==> src/rtl/tx_freq_pkg.sv <==
// Shared definitions for the frequency / code-rate frame path: FSM encoding,
// BCD sizing, saturation limit and the byte-order mapping of a frame.
package tx_freq_pkg;

  typedef enum logic [2:0] {
    ST_IDLE,
    ST_CONV,
    ST_SEND,
    ST_WAIT,
    ST_DONE
  } state_e;

  localparam int unsigned BIN_W       = 32;
  localparam int unsigned BCD_DIGITS  = 8;
  localparam int unsigned BCD_W       = 4 * BCD_DIGITS;
  localparam int unsigned FRAME_BYTES = 8;

  localparam logic [BIN_W-1:0] BCD_MAX = 32'd99_999_999;

  // Frame layout: four bytes of frequency, then four bytes of code rate,
  // each value sent most-significant digit pair first.
  localparam int unsigned BYTES_PER_VALUE = BCD_DIGITS / 2;
  localparam int unsigned FREQ_BYTE0      = 0;
  localparam int unsigned CR_BYTE0        = FREQ_BYTE0 + BYTES_PER_VALUE;

  function automatic logic [BIN_W-1:0] clamp_bcd_max(input logic [BIN_W-1:0] v);
    return (v > BCD_MAX) ? BCD_MAX : v;
  endfunction

  // Byte idx of a frame built from the two packed-BCD values.
  function automatic logic [7:0] frame_byte(input logic [BCD_W-1:0] f_bcd,
                                            input logic [BCD_W-1:0] c_bcd,
                                            input logic [2:0]       idx);
    logic [BCD_W-1:0] sel;
    logic [1:0]       pair;
    sel  = (idx < 3'(CR_BYTE0)) ? f_bcd : c_bcd;
    pair = 2'(BYTES_PER_VALUE - 1) - idx[1:0];
    return sel[{pair, 3'b000} +: 8];
  endfunction

endpackage

==> src/rtl/tx_freq_bin2bcd_seq.sv <==
// Sequential double-dabble: 32-bit binary to 8 packed-BCD digits.
// start_i loads the operand; done_o pulses exactly BIN_W cycles later with
// bcd_o valid, and bcd_o holds until the next start_i.
module bin2bcd_seq
  import tx_freq_pkg::*;
(
  input  logic             sys_clk,
  input  logic             sys_rst_n,
  input  logic             start_i,
  input  logic [BIN_W-1:0] bin_i,
  output logic [BCD_W-1:0] bcd_o,
  output logic             done_o
);

  localparam int unsigned ITER_W = $clog2(BIN_W);

  logic [BIN_W-1:0]       bin_q;
  logic [BCD_W-1:0]       bcd_q;
  logic [ITER_W-1:0]      iter_q;
  logic                   run_q;
  logic                   done_q;
  logic [BCD_W-1:0]       bcd_adj_d;
  logic [BCD_W+BIN_W-1:0] shift_d;

  // Add 3 to every digit >= 5, then shift the combined {bcd, bin} left by one.
  always_comb begin
    bcd_adj_d = bcd_q;
    for (int unsigned d = 0; d < BCD_DIGITS; d++) begin
      if (bcd_q[4*d +: 4] >= 4'd5) begin
        bcd_adj_d[4*d +: 4] = bcd_q[4*d +: 4] + 4'd3;
      end
    end
    shift_d = {bcd_adj_d, bin_q} << 1;
  end

  // Iteration sequencer: load on start, one adjust-and-shift per clock.
  always_ff @(posedge sys_clk or negedge sys_rst_n) begin
    if (!sys_rst_n) begin
      bin_q  <= '0;
      bcd_q  <= '0;
      iter_q <= '0;
      run_q  <= 1'b0;
      done_q <= 1'b0;
    end else begin
      done_q <= 1'b0;
      if (start_i) begin
        bin_q  <= bin_i;
        bcd_q  <= '0;
        iter_q <= '0;
        run_q  <= 1'b1;
      end else if (run_q) begin
        bcd_q  <= shift_d[BCD_W+BIN_W-1:BIN_W];
        bin_q  <= shift_d[BIN_W-1:0];
        iter_q <= iter_q + 1'b1;
        if (iter_q == ITER_W'(BIN_W - 1)) begin
          run_q  <= 1'b0;
          done_q <= 1'b1;
        end
      end
    end
  end

  assign bcd_o  = bcd_q;
  assign done_o = done_q;

endmodule

==> src/rtl/tx_freq.sv <==
// Transmit framer: latches frequency and code rate, converts both to BCD
// and streams the 8-byte frame to the UART transmitter with a per-byte
// tx_done handshake and a timeout abort.
module tx_freq
  import tx_freq_pkg::*;
#(
  parameter int unsigned TIMEOUT_CYC = 1_000_000
) (
  input  logic        sys_clk,
  input  logic        sys_rst_n,
  input  logic        start,
  input  logic [31:0] freq_in,
  input  logic [31:0] code_rate_in,
  input  logic        tx_done,
  output logic        pi_flag,
  output logic [7:0]  pi_data,
  output logic        busy,
  output logic        send_done,
  output logic        sat_flag,
  output logic        tx_err
);

  localparam int unsigned TO_W = (TIMEOUT_CYC > 1) ? $clog2(TIMEOUT_CYC) : 1;
  localparam logic [TO_W-1:0] TO_LAST = TO_W'(TIMEOUT_CYC - 1);
  localparam logic [2:0]      IDX_LAST = 3'(FRAME_BYTES - 1);

  state_e            state_q;
  logic [2:0]        idx_q;
  logic [TO_W-1:0]   to_cnt_q;
  logic              pi_flag_q;
  logic [7:0]        pi_data_q;
  logic              busy_q;
  logic              send_done_q;
  logic              sat_q;
  logic              tx_err_q;

  logic              conv_start_d;
  logic              sat_d;
  logic [BIN_W-1:0]  freq_clamp_d;
  logic [BIN_W-1:0]  cr_clamp_d;
  logic [BCD_W-1:0]  freq_bcd;
  logic [BCD_W-1:0]  cr_bcd;
  logic              freq_done;
  logic              cr_done;

  // Start acceptance and input saturation.
  always_comb begin
    conv_start_d = start && (state_q == ST_IDLE);
    freq_clamp_d = clamp_bcd_max(freq_in);
    cr_clamp_d   = clamp_bcd_max(code_rate_in);
    sat_d        = (freq_in > BCD_MAX) || (code_rate_in > BCD_MAX);
  end

  // The converters hold the latched, clamped operands for the frame.
  bin2bcd_seq u_freq_bcd (
    .sys_clk   (sys_clk),
    .sys_rst_n (sys_rst_n),
    .start_i   (conv_start_d),
    .bin_i     (freq_clamp_d),
    .bcd_o     (freq_bcd),
    .done_o    (freq_done)
  );

  bin2bcd_seq u_cr_bcd (
    .sys_clk   (sys_clk),
    .sys_rst_n (sys_rst_n),
    .start_i   (conv_start_d),
    .bin_i     (cr_clamp_d),
    .bcd_o     (cr_bcd),
    .done_o    (cr_done)
  );

  // Frame FSM with registered outputs. pi_flag is high exactly while the FSM
  // sits in SEND, so the byte is loaded on the transition into SEND.
  always_ff @(posedge sys_clk or negedge sys_rst_n) begin
    if (!sys_rst_n) begin
      state_q     <= ST_IDLE;
      idx_q       <= '0;
      to_cnt_q    <= '0;
      pi_flag_q   <= 1'b0;
      pi_data_q   <= '0;
      busy_q      <= 1'b0;
      send_done_q <= 1'b0;
      sat_q       <= 1'b0;
      tx_err_q    <= 1'b0;
    end else begin
      pi_flag_q   <= 1'b0;
      send_done_q <= 1'b0;
      tx_err_q    <= 1'b0;
      case (state_q)
        ST_IDLE: begin
          if (start) begin
            sat_q    <= sat_d;
            idx_q    <= '0;
            to_cnt_q <= '0;
            busy_q   <= 1'b1;
            state_q  <= ST_CONV;
          end
        end
        ST_CONV: begin
          if (freq_done && cr_done) begin
            pi_data_q <= frame_byte(freq_bcd, cr_bcd, idx_q);
            pi_flag_q <= 1'b1;
            to_cnt_q  <= '0;
            state_q   <= ST_SEND;
          end
        end
        ST_SEND: begin
          state_q <= ST_WAIT;
        end
        ST_WAIT: begin
          if (tx_done) begin
            if (idx_q == IDX_LAST) begin
              send_done_q <= 1'b1;
              state_q     <= ST_DONE;
            end else begin
              idx_q     <= idx_q + 3'd1;
              pi_data_q <= frame_byte(freq_bcd, cr_bcd, idx_q + 3'd1);
              pi_flag_q <= 1'b1;
              to_cnt_q  <= '0;
              state_q   <= ST_SEND;
            end
          end else if (to_cnt_q == TO_LAST) begin
            tx_err_q <= 1'b1;
            busy_q   <= 1'b0;
            state_q  <= ST_IDLE;
          end else begin
            to_cnt_q <= to_cnt_q + 1'b1;
          end
        end
        ST_DONE: begin
          busy_q  <= 1'b0;
          state_q <= ST_IDLE;
        end
        default: begin
          busy_q  <= 1'b0;
          state_q <= ST_IDLE;
        end
      endcase
    end
  end

  assign pi_flag   = pi_flag_q;
  assign pi_data   = pi_data_q;
  assign busy      = busy_q;
  assign send_done = send_done_q;
  assign sat_flag  = sat_q;
  assign tx_err    = tx_err_q;

endmodule

==> config.mk <==
export PLATFORM = sky130hd
export DESIGN_NAME = tx_freq
export DESIGN_NICKNAME = d
export VERILOG_FILES = /design/src/rtl/tx_freq_pkg.sv /design/src/rtl/tx_freq_bin2bcd_seq.sv /design/src/rtl/tx_freq.sv
export SDC_FILE = /design/constraint.sdc
export NUM_CORES = 1
export LEC_CHECK = 0
export ABC_CLOCK_PERIOD_IN_PS = 2600
export CAP_MARGIN = 20
export CORE_MARGIN = 10
export CORE_UTILIZATION = 35
export DETAILED_ROUTE_END_ITERATION = 10
export PLACE_DENSITY = 0.54
export SYNTH_ARGS = -nofsm -noshare
export SYNTH_HDL_FRONTEND = slang
export SYNTH_HIERARCHICAL = 1
export SYNTH_SLANG_ARGS = --single-unit
==> constraint.sdc <==
create_clock -name sys_clk -period 2.6 [get_ports sys_clk]
set_input_delay 0.26 -clock sys_clk [delete_from_list [all_inputs] [get_ports sys_clk]]
set_output_delay 0.26 -clock sys_clk [all_outputs]
set_load 0.02 [all_outputs]
**Yosys cells after proc, flatten, opt, wreduce, memory -nomap -nowiden**

Index checks and enable logic that the tools add are counted.

- Shift-type cells: 2
- Bitwise logic cells: 1
- Eq/ne operators: 16
- Magnitude comparators: 20
- Multiplexer cells: 78
- Reductions and logical operators: 16
- Add/sub/neg operators: 22

Operators by type and width:

| cell | number |
|---|---|
| $mux 32 | 12 |
| $mux 20 | 5 |
| $ge 4x3->1 const B | 16 |
| $gt 32x27->1 const B | 2 |
| $shiftx 32x6->8 | 2 |
| $pmux 20 s3 | 1 |
| $add 4x2->4 const B | 14 |
| $mux 4 | 14 |
| $mux 3 | 10 |
| $mux 1 | 24 |
| $mux 8 | 3 |
| $add 20x1->20 const B | 1 |
| $eq 20x20->1 const B | 1 |
| $mux 5 | 4 |
| $pmux 8 s2 | 1 |
| $ne 2x2->1 const B | 6 |
| $pmux 3 s4 | 1 |
| $reduce_and 4->1 | 3 |
| $add 5x1->5 const B | 2 |
| $eq 5x5->1 const B | 2 |
| $ne 3x3->1 const B | 3 |
| $reduce_bool 2->1 | 4 |
| $add 3x2->3 const B | 2 |
| $eq 3x2->1 const B | 2 |
| other kinds (17) | 20 |

- Register bits: 181
- Bits of input ports: 68
- Word-level logic and storage cells: 174
- Output and inout bits: 13

**Logic depth before layout (Yosys ltp)**

- Depth after elaboration: 7
- Mapped depth: 9
- Depth with buffers taken out: 7

**Cells and area by module**

The synthesis kept the hierarchy.

By module, submodules not included:

| module | instances | cells an instance | area each (µm²) |
|---|---|---|---|
| bin2bcd_seq | 2 | 394 | 3877.5 |
| tx_freq | 1 | 418 | 3617.2 |

**Least setup slack after synthesis**

OpenSTA, ideal clock, no wires.

- Path type: register -> register
- From: register idx_q[0]
- To: register pi_data_q[0] (netlist: pi_data[0])
- Data required time: 2.474 ns
- Library setup time: 0.126 ns
- Period minus slack after synthesis: 2.009 ns
- Slack: 0.591 ns
- Arrival: 1.883 ns
- Cell stages (with the launch flop): 10
- Cell sequence: dfrtp_1 > ha_1 > ha_1 > buf_2 > or2_2 > clkbuf_1 > o22ai_1 > a311oi_1 > a21oi_1 > a21oi_1

- Longest elaborated chain between the ends: 7
- Elaborated cells on any way between the ends: 16
- Classes of those cells: add/sub (3); order compare (2); eq/ne (2); shift (2); mux (6); reduce/logical (1)

Ends and longest elaborated chain:

| item | line | text |
|---|---|---|
| start: declaration | tx_freq.sv:28 | `logic [2:0] idx_q;` |
| start signal: assignment | tx_freq.sv:117 | `idx_q <= idx_q + 3'd1;` |
| $add 3x1->3 | tx_freq.sv:118 | `pi_data_q <= frame_byte(freq_bcd, cr_bcd, idx_q + 3'd1);` |
| $lt 3x3->1 | tx_freq_pkg.sv:36 | `sel = (idx < 3'(CR_BYTE0)) ? f_bcd : c_bcd;` |
| $mux 32 | tx_freq_pkg.sv:36 |  |
| $shiftx 32x6->8 | tx_freq_pkg.sv:38 | `return sel[{pair, 3'b000} +: 8];` |
| $mux 8 | tx_freq.sv:113 | `if (idx_q == IDX_LAST) begin` |
| $mux 8 | tx_freq.sv:112 | `if (tx_done) begin` |
| $pmux 8 s2 | tx_freq.sv:90 | `case (state_q)` |
| end signal: assignment | tx_freq.sv:102 | `pi_data_q <= frame_byte(freq_bcd, cr_bcd, idx_q);` |
| end signal: assignment | tx_freq.sv:118 |  |
| end: declaration | tx_freq.sv:31 | `logic [7:0] pi_data_q;` |

Several ways; a longest one is shown, not always the timed one. The select of a mux whose other input is x is not followed.
A chain may end at the register's enable or synchronous reset.

**Worst setup path in the final report**

- From: register idx_q[0]
- To: register pi_data_q[2] (netlist: pi_data[2])

The elaborated chain is that of the path after synthesis.

==> reports/metrics.yaml <==
run_status:
  status: "finished clean"
timing:
  rsz0062_at_grt: "false"
  tightest_slew_ns: 0.989
  fin_skew_ns: 0.0199
  fmax_mhz: 424
  fin_ws_ns: 0.242
  fin_crit_ns: 2.36
  finalHoldViolations: 0
  setup_violations: 0
  relSlewSlack_pct: 34.0
  fin_tns_setup_ns: 0
  period_share_pct: 90.7
  slew_viol_final: 0
yosys:
  synthesis.area_um2: 11400
  ys_ff_latch: 181
  synth.yosys.seq_area_share_pct: 39.8
  synth_flop_cell: "dfrtp_1"
  async_flop_share_pct: 100
  synth_edf_count: 0
  syn_inst: 1206
  syn_area_per_cell_um2: 9.43
  synthDistinctLibCells: 67
  synthesis.yosys.warnings: 6
finish:
  final_util_pct: 41.6
  regArea_um2: 4540
  area_growth_pct: 16.2
  multi_input_area_um2: 6230
  final_cell_mix: "178 x dfrtp_1, 114 x o21ai_0, 104 x nand2_1, 85 x mux2i_1, 79 x clkdlybuf4s50_1"
  layout.cells.most_common: "dfrtp_1"
  fin_nets: 1367
  fillers: 3106
  n_antenna_cell: 0
  drive_gt1_share_pct: 8.64
global_routing:
  grt_pass1_wl_mm: 44.4
  grt_max_degree: 107
  antenna_found_initial: 0
  grt.overflow.total: 0
  grtUsageTotal_pct: 13.0
  first_global_vias: 8725
drt:
  wire_per_inst_um: 15.4
  vias: 8941
  drt_iter0_drc: 533
  drt-total-wl_mm: 26.2
  dr.pass1.iters: 5
  drc_errors: 0
  vias_per_cell: 5.23
  ant_nets: 0
die:
  core_area_um2: 31800
  dieArea_um2: 40100
  initial_core_util_pct: 35.8
  die_h_um: 200
  rows: 65
  die_w_um: 200
  ioPinCount: 81
power_and_ir_drop:
  p_seq_share_pct: 34.6
  pwr-share-clk_pct: 17.3
  switching_share_pct: 42.1
  combinationalPowerShare_pct: 48.1
  peakVddDrop_mv: 0.604
  p_int_mw: 9.08
  power.leakage_nw: 5.62
  switching_power_mw: 6.61
  powerDensity_nw_per_um2: 1190
placed_design:
  pre_cts_slack_ns: 0.170
  dp_hpwl_mm: 18.1
  place.gp.congestion: 0.854
  io_buffers: 80
setup_path:
  critPathKind: "reg -> reg"
  critPathLaunchType: "flip-flop"
  required_ns: 2.91
  critPathMaxFanout: 8
  arrival_ns: 2.66
  end_kind: "flip-flop"
clocking:
  cts_root_buffer: "clkbuf_16"
  clock_sinks: 181
  clk_latency_ns: 0.45
  ctsResizeCount: 0
  cts_tree: "done"
  htree_levels: 4
  clk_pin_slew_ns: 0.08
  cts_buffer_depth: 2
  numCtsBuffers: 17
run:
  drv_cap: 0
worst_hold_path:
  hp-class: "in -> async"
## critical path, cell delays in order, from the launching register on
cell      delay (ns)
dfrtp_2         0.41
ha_1            0.19
ha_1            0.40
nand2b_1        0.33
a211oi_1        0.33
a311oi_1        0.10
a21oi_1         0.34
a21oi_1         0.11
## final timing paths
path,end,slack (ns),cells after the start,from
worst max-delay path,pi_data[2],0.24,7,idx_q[0]
worst min register to register,to_cnt_q[19],0.49,1,to_cnt_q[19]
worst max register to register,pi_data[2],0.24,7,idx_q[0]
worst min-delay path,u_freq_bcd/bcd_o[21],0.39,2,sys_rst_n
max in group asynchronous,u_cr_bcd/run_q,1.49,3,sys_rst_n
min in group sys_clk,u_cr_bcd/bin_q[7],0.48,4,code_rate_in[7]
## cells in the mapped netlist, drive strengths merged, types with 14 or more instances
master,instances,area (um^2)
a21oi,70,365
a31oi,27,169
and2,17,106
buf,60,383
clkbuf,21,80.1
dfrtp,181,4530
ha,39,488
inv,50,188
mux2,16,180
mux2i,85,851
mux4,16,360
nand2,104,390
nand2b,61,382
nand3,28,140
nand4,19,134
nor2,59,221
nor2b,23,144
o21ai,126,638
o31ai,18,135
xor2,14,123
## layout make-up
type                            count  share of cell area (%)
Tap cell                          435                    4.12
Sequential cell                   181                    34.3
Timing Repair Buffer              107                    8.40
Clock buffer                       19                    3.35
Clock inverter                     13                    1.26
Multi-Input combinational cell    903                    47.1
Inverter                           50                    1.42
## sequential cells by signal, summed over array words and instances, names as in the netlist, 3 cells and up
register,count
u_cr_bcd/bcd_o,32
u_cr_bcd/bin_q,32
u_freq_bcd/bcd_o,32
u_freq_bcd/bin_q,32
to_cnt_q,20
pi_data,8
u_cr_bcd/iter_q,5
u_freq_bcd/iter_q,5
idx_q,3
state_q,3
## through the flow
stage	hold slack (ns)	cell area, um^2	std cells	total power [mW]
detailed placement	0.308	12600	1675	13.0
global placement	0.312	12600	1675	12.8
CTS	0.407	13200	1708	15.8
floorplan	-0.0356	11400	1215	11.1
global route	0.443	13200	1708	17.1
finish	0.386	13200	1708	15.7
## routing by layer
layer  part of all wire [%]  GRT usage (%)  vias to the layer above
met5                      0              0                        -
met4                    1.8           4.46                        0
met1                     49           17.3                     4283
met3                    3.7           2.63                       21
li1                       -              -                     4488
met2                     46           20.5                      149
## cells by family after synthesis
family                     after synthesis  share of synthesized area [%]
AOI/OAI and AO/OA                      323                           17.4
xor gates and xnor gates                16                           1.23
adders and majority gates               39                           4.29
buffers and inverters                  131                           5.72
DFF                                    181                           39.8
muxes                                  117                           12.2
other                                    1                         0.0330
and+or+nand+nor                        398                           19.3
## power by group through the flow
stage / Sequential (mW) / Combinational (mW) / Clock (mW)
finish: 5.42 / 7.55 / 2.71
global route: 5.63 / 8.53 / 2.89
CTS: 5.44 / 7.56 / 2.80
detailed placement: 5.48 / 7.52 / 0
global placement: 5.47 / 7.38 / 0
floorplan: 4.98 / 6.12 / 0
## repair_timing
action | 4_1_cts | 5_1_grt
hold buffers | 1 | 0
endpoints found under the hold margin | 55 | 0
buffers inserted | 0 | 0
Note: power is estimated with default switching activity, not from simulation.
